[src/rtl/mux_2x1_arbiter.sv]
// Round-robin arbiter owning the select of a 2:1 mux shared by two requesters.
// Grants are registered; a hold counter forces handover so a contested owner cannot starve the peer.
module mux_2x1_arbiter #(
    parameter int unsigned W        = 8,
    parameter int unsigned MAX_HOLD = 8
) (
    input  logic         clk,
    input  logic         reset,
    input  logic [1:0]   req,
    input  logic [W-1:0] x1,
    input  logic [W-1:0] x2,
    output logic [1:0]   gnt,
    output logic         s,
    output logic [W-1:0] f,
    output logic         f_valid
);

    typedef enum logic [1:0] {StIdle, StOwn0, StOwn1} state_e;

    localparam logic [7:0] HoldLast = 8'(MAX_HOLD - 1);

    state_e     state_q, state_d;
    logic       s_q, s_d;
    logic       last_q, last_d;
    logic [7:0] cnt_q, cnt_d;

    always_comb begin
        state_d = state_q;
        s_d     = s_q;
        last_d  = last_q;
        cnt_d   = cnt_q;
        unique case (state_q)
            StIdle: begin
                cnt_d = 8'd0;
                // On a tie the requester that was not served last wins.
                if (req == 2'b01 || (req == 2'b11 && last_q)) begin
                    state_d = StOwn0;
                    s_d     = 1'b0;
                    last_d  = 1'b0;
                end else if (req == 2'b10 || (req == 2'b11 && !last_q)) begin
                    state_d = StOwn1;
                    s_d     = 1'b1;
                    last_d  = 1'b1;
                end
            end
            StOwn0: begin
                if (!req[0] && !req[1]) begin
                    state_d = StIdle;
                    cnt_d   = 8'd0;
                end else if (req[1] && (!req[0] || cnt_q == HoldLast)) begin
                    state_d = StOwn1;
                    s_d     = 1'b1;
                    last_d  = 1'b1;
                    cnt_d   = 8'd0;
                end else if (req[1] && cnt_q != 8'hFF) begin
                    cnt_d = cnt_q + 8'd1;
                end
            end
            StOwn1: begin
                if (!req[0] && !req[1]) begin
                    state_d = StIdle;
                    cnt_d   = 8'd0;
                end else if (req[0] && (!req[1] || cnt_q == HoldLast)) begin
                    state_d = StOwn0;
                    s_d     = 1'b0;
                    last_d  = 1'b0;
                    cnt_d   = 8'd0;
                end else if (req[0] && cnt_q != 8'hFF) begin
                    cnt_d = cnt_q + 8'd1;
                end
            end
            default: begin
                state_d = StIdle;
                cnt_d   = 8'd0;
            end
        endcase
    end

    always_ff @(posedge clk) begin
        if (reset) begin
            state_q <= StIdle;
            s_q     <= 1'b0;
            last_q  <= 1'b1;
            cnt_q   <= 8'd0;
        end else begin
            state_q <= state_d;
            s_q     <= s_d;
            last_q  <= last_d;
            cnt_q   <= cnt_d;
        end
    end

    always_comb begin
        gnt     = {state_q == StOwn1, state_q == StOwn0};
        s       = s_q;
        f       = s_q ? x2 : x1;
        f_valid = |gnt;
    end

    grant_onehot_a : assert property (@(posedge clk) gnt != 2'b11);

endmodule

[config.mk]
export PLATFORM = sky130hd
export DESIGN_NAME = mux_2x1_arbiter
export DESIGN_NICKNAME = d
export VERILOG_FILES = /design/src/rtl/mux_2x1_arbiter.sv
export SDC_FILE = /design/constraint.sdc
export NUM_CORES = 1
export LEC_CHECK = 0
export CAP_MARGIN = 20
export CORE_UTILIZATION = 45
export DETAILED_ROUTE_END_ITERATION = 10
export PLACE_DENSITY = 0.83
export SYNTH_ARGS = -nofsm -noshare
export SYNTH_HDL_FRONTEND = slang
export SYNTH_SLANG_ARGS = --single-unit
[constraint.sdc]
create_clock -name clk -period 4 [get_ports clk]
set_clock_uncertainty 0.2 [all_clocks]
set_input_delay 0.4 -clock clk [delete_from_list [all_inputs] [get_ports clk]]
set_output_delay 0.4 -clock clk [all_outputs]
set_load 0.02 [all_outputs]
==> results_dict.tcl, run 1 <==
set metrics [dict create \
    die-area_mm2 0.00242 \
    diodes 0 \
    fin_area_mm2 0.00131 \
    start_util 0.496 \
    clockRootBuffer "clkbuf_4" \
    final_common_cell "clkdlybuf4s50_1" \
    cp_slowest_cell "dfxtp_1" \
    yosysSeqAreaShare 0.239 \
    max_stage_delay_ns 0.58 \
    drt-vias-per-instance 5.87 \
    path_clk_slew_ns 0.07 \
    dp_hpwl_mm 1.90 \
    post_cts_buffers 0 \
    cp.arrival_ns 1.79 \
    insertion_delay_ns 0.27 \
    setup_ws_ns 1.61 \
    syn_area_mm2 0.00100 \
    grt_pass1_vias 917 \
    drt_iter0_drc 27 \
    crit_required_ns 3.40 \
    cp-end-kind "output port" \
    row_count 16 \
    synthAdderAreaFrac 0.0623 \
    synth.distinct_cells 39 \
    overflow 0 \
    cts-resized-gates 0 \
    h-tree-depth 1 \
    cts_buffer_depth 2 \
    layout_common_cells "31 x clkdlybuf4s50_1, 16 x a21oi_1, 12 x dfxtp_1" \
    crit_fanout 10 \
    worst_slew_pin_slew_ns 0.498 \
    cp_cell_sequence "mux2_2 -> clkdlybuf4s50_1" \
    cts_tree "done" \
    start_kind "flip-flop" \
    synthArstFlopShare 0 \
    syn-num-nets 141 \
    synth_compound_area_frac 0.214 \
    ant_nets 0 \
    p_total_w 0.000715 \
    hold_buffers 0 \
    rsz0062_at_grt "no" \
    pin_count 32 \
    grt_pass1_wl_mm 4.04 \
    dr.pass1.iters 4 \
    cellLeakagePower_nw 0.479 \
    vdd_drop_max_uv 420 \
    layout_worst_path_cycle_share 0.597 \
    critPathLaunch "s" \
    crit_family "flip-flops" \
    drv_slew 0 \
    status "complete, no violations" \
    nFillCells 174 \
    core_area_mm2 0.00202 \
    netlist_instances 116 \
    finalHoldViolations 0 \
    ys.flop_type "dfxtp_1" \
    synth_seq_cells 12 \
    cts.sinks 12 \
    area_delta_synth_final_pct 30.4 \
    placed_cell_area_mm2 0.00129 \
    synthMuxAreaShare 0.120 \
    max_slew_margin 0.667 \
    drc 0 \
    nets 171 \
    place_ws_ns 1.61 \
    antenna_found_initial 0 \
    finalCriticalPeriod_ns 2.39 \
    crit_type "flip-flop to output port" \
    synth_edf_count 0 \
    yosysWarnings 0 \
    worstHoldStart "cnt_q[1]" \
    path_buf_inv 1 \
    grt_usage 0.211 \
    wl_per_cell_um 14.4 \
    rr_startpoint "state_q[0]" \
    fin_tns_setup_ns 0 \
    min_path_type "flip-flop to flip-flop" \
    gp_congestion 0.813 \
    via_count 1003 \
    dieWidth_um 49.2 \
    totalWireLength_mm 2.46 \
    max_freq_ghz 0.419 \
    portBuffers 31 \
    drv_cap 0 \
    setup_viol 0 \
    synth_top_family_by_area "simple AND/OR/NAND/NOR gates" \
    avgSynthCellArea_um2 8.65 \
    cts_made_buffers 3 \
    grt_max_degree 16 \
    die_y_um 49.2 \
    fin_util 0.647 \
    powerDensity_mw_per_mm2 546 \
    synthXorXnorAreaFrac 0 \
    drive_above_1_share 0.132 \
    synthSimpleGateAreaFrac 0.292 \
]
-- state kept, by name, indices dropped and copies added (netlist names) --
register  flops
s             1
state_q       2
cnt_q         8
last_q        1
-- stage by stage --
stage	instances	hold WS (ns)
after CTS	171	0.298
after global routing	171	0.317
final	171	0.292
after global placement	168	0.265
after floorplan	116	0.258
after detailed placement	168	0.288
-- routing by layer --
metal  vias up  wire (µm)  track usage
li1        495          -            -
met1       459       1140        0.258
met2        43       1120        0.370
met3         6        153       0.0312
met4         0         36       0.0686
met5         -          0            0
-- final cells by class --
type                    count  area (µm²)  area share
clock buffers               3        22.5      0.0172
inverters                   3        11.3     0.00860
multi-input cells          95         691       0.528
flip-flops and latches     12         240       0.184
well taps                  27        33.8      0.0258
repair buffers             31         310       0.237
-- power breakdown --
group           total, W  switching (W)  leakage [nW]  internal, W
sequential      0.000173      0.0000329        0.0976     0.000140
combinational   0.000469       0.000232         0.368     0.000238
clock          0.0000725      0.0000377        0.0138    0.0000348
total           0.000715       0.000302         0.479     0.000413
-- cells in the mapped netlist, types with 2 or more instances --
cell type	number	area share
a21oi_1	16	0.080
dfxtp_1	12	0.24
nor2_1	10	0.037
mux2_2	8	0.090
nand3_1	8	0.040
o21ai_1	6	0.030
ha_1	5	0.062
buf_6	4	0.045
nand2_1	4	0.015
mux2i_1	3	0.030
nand2b_1	3	0.019
nor3_1	3	0.015
and3_1	2	0.012
inv_1	2	0.0075
nand3b_1	2	0.015
nand4_1	2	0.012
nand4b_1	2	0.017
o22ai_1	2	0.012
o41ai_1	2	0.017
-- worst min-delay path, cell delays in order, from the launching register on --
cell     delay [ns]
dfxtp_1        0.33
nand2_1        0.06
a21oi_1        0.05
-- logic make-up after synthesis --
group,Yosys count
buffers and inverters,9
flip-flops,12
AO/OA/AOI/OAI,33
AND/OR/NAND/NOR,46
adder cells (fa/ha/maj),5
multiplexers,11
-- path summary, 6_finish.rpt --
kind / depth (start not counted) / slack (ns) / to
worst max register to register: 7 / 1.89 / cnt_q[2]
worst min register to register: 2 / 0.29 / cnt_q[1]
worst min-delay path: 2 / 0.29 / cnt_q[1]
worst max-delay path: 2 / 1.61 / f[7]
No activity file was read; power rests on OpenSTA's default activity.
==> run 2: changes to the inputs <==
CORE_UTILIZATION = 41   (was 45)
PLACE_DENSITY = 0.8   (was 0.83)
clock period = 2.1 ns   (was 4 ns; I/O delays follow)
==> results_dict.tcl, run 2 (synthesized netlist as in run 1, its figures left out) <==
set metrics [dict create \
    crit_fanout 10 \
    top_regs "cnt_q x8, state_q x2" \
    p_total_w 0.00139 \
    cp_cell_sequence "mux2_2 -> clkdlybuf4s50_1" \
    path_buf_inv 1 \
    row_count 17 \
    core_area_mm2 0.00225 \
    die-area_mm2 0.00265 \
    worst_slew_pin_slew_ns 0.488 \
    grt_usage 0.198 \
    max_stage_delay_ns 0.55 \
    setup_viol 0 \
    totalWireLength_mm 2.53 \
    hold_buffers 0 \
    reg2reg_to "s" \
    switchingPower_w 0.000584 \
    pwr-share-clk 0.107 \
    drc 0 \
    nets 176 \
    r2r_setup_slack_ns 0.09 \
    h-tree-depth 1 \
    drv_cap 0 \
    worstHoldStart "cnt_q[0]" \
    reg2reg_depth 6 \
    layout_worst_path_cycle_share 0.979 \
    fin_tns_setup_ns 0 \
    power_frac_seq 0.242 \
    status "complete, no violations" \
    drive_above_1_share 0.181 \
    cp.arrival_ns 1.65 \
    portBuffers 31 \
    drt-vias-per-instance 5.82 \
    ant_nets 0 \
    max_freq_ghz 0.487 \
    path_clk_slew_ns 0.08 \
    vdd_drop_max_uv 833 \
    clockRootBuffer "clkbuf_4" \
    rr_startpoint "state_q[0]" \
    start_util 0.445 \
    pwr-share-comb 0.652 \
    cts_made_buffers 3 \
    cp-end-kind "output port" \
    cts_buffer_depth 2 \
    grt_pass1_wl_mm 3.94 \
    overflow 0 \
    hold_path_depth 2 \
    grt_max_degree 16 \
    hold_path_end "cnt_q[0]" \
    dr.pass1.iters 4 \
    dieWidth_um 51.5 \
    powerDensity_mw_per_mm2 1020 \
    largest_reg_flops 8 \
    crit_required_ns 1.69 \
    via_count 1031 \
    crit_type "flip-flop to output port" \
    insertion_delay_ns 0.28 \
    finalCriticalPeriod_ns 2.06 \
    wl_per_cell_um 14.3 \
    min_path_type "flip-flop to flip-flop" \
    start_kind "flip-flop" \
    gp_congestion 0.926 \
    max_slew_margin 0.674 \
    drt_iter0_drc 23 \
    drv_slew 0 \
    die_y_um 51.5 \
    layout_common_cells "28 x clkdlybuf4s50_1, 16 x a21oi_1, 10 x nor2_1, 10 x dfxtp_1" \
    grt_pass1_vias 947 \
    pin_count 32 \
    area_delta_synth_final_pct 35.0 \
    switching_share 0.421 \
    final_common_cell "clkdlybuf4s50_1" \
    internal_power_w 0.000802 \
    finalHoldViolations 0 \
    dp_hpwl_mm 1.92 \
    diodes 0 \
    largest-register "cnt_q" \
    cts.sinks 12 \
    layout.cells.non_filler 177 \
    cts_tree "done" \
    dp_cells 174 \
    fin_util 0.601 \
    cp_slowest_cell "clkdlybuf4s50_1" \
    rsz0062_at_grt "no" \
    crit_family "buffers and inverters" \
    antenna_found_initial 0 \
    cellLeakagePower_nw 0.538 \
    post_cts_buffers 0 \
]
[run 2: metrics by stage]
step                setup WS (ns)  cell area [µm²]  hold WS (ns)
detailed placement         0.0317             1330         0.295
CTS                       0.00503             1350         0.306
finish                     0.0447             1360         0.305
floorplan                 0.00255             1000         0.124
global route              0.00338             1360         0.343
global placement           0.0836             1330         0.273
[run 2: worst max-delay path by stage]
stage,to,cells past startpoint,from
after floorplan,s,7,state_q[0]
after detailed placement,state_q[0],7,req[0]
final,f[7],2,s
after global routing,s,6,state_q[0]
after CTS,gnt[1],4,state_q[0]
after global placement,state_q[1],7,req[0]
[run 2: worst register-to-register path, cell delays in order (launching register included)]
cell      delay (ns)
dfxtp_1         0.40
inv_1           0.08
ha_1            0.23
a22o_1          0.23
a21boi_4        0.14
or4b_4          0.52
a21oi_1         0.13
[run 2: routing by layer]
metal | routed length (µm) | global-route usage | vias to the layer above | share of wire
met4 | 34 | 0.0901 | 0 | 0.013
met1 | 1080 | 0.217 | 477 | 0.43
li1 | - | - | 507 | -
met2 | 1230 | 0.359 | 42 | 0.48
met3 | 190 | 0.0387 | 5 | 0.075
met5 | 0 | 0 | - | 0
[run 2: final cells by class]
type / instances / area (µm²)
Clock buffer: 3 / 22.5
Tap cell: 28 / 35.0
Inverter: 3 / 11.3
Timing Repair Buffer: 36 / 352
Sequential cell: 12 / 243
Multi-Input combinational cell: 95 / 692
Fill cell: 214 / 900
[run 2: power groups by stage]
stage | Clock (W) | Combinational [W] | Sequential, W
floorplan | 0 | 0.000654 | 0.000312
global placement | 0 | 0.000892 | 0.000331
detailed placement | 0 | 0.000914 | 0.000335
CTS | 0.000144 | 0.000908 | 0.000333
global route | 0.000151 | 0.000978 | 0.000343
finish | 0.000148 | 0.000904 | 0.000335
[run 2: what timing repair did]
item,4_1_cts,5_1_grt
gates resized for setup,2,4
endpoints found under the hold margin,0,0
gates cloned,0,0
setup endpoints to repair,9,5
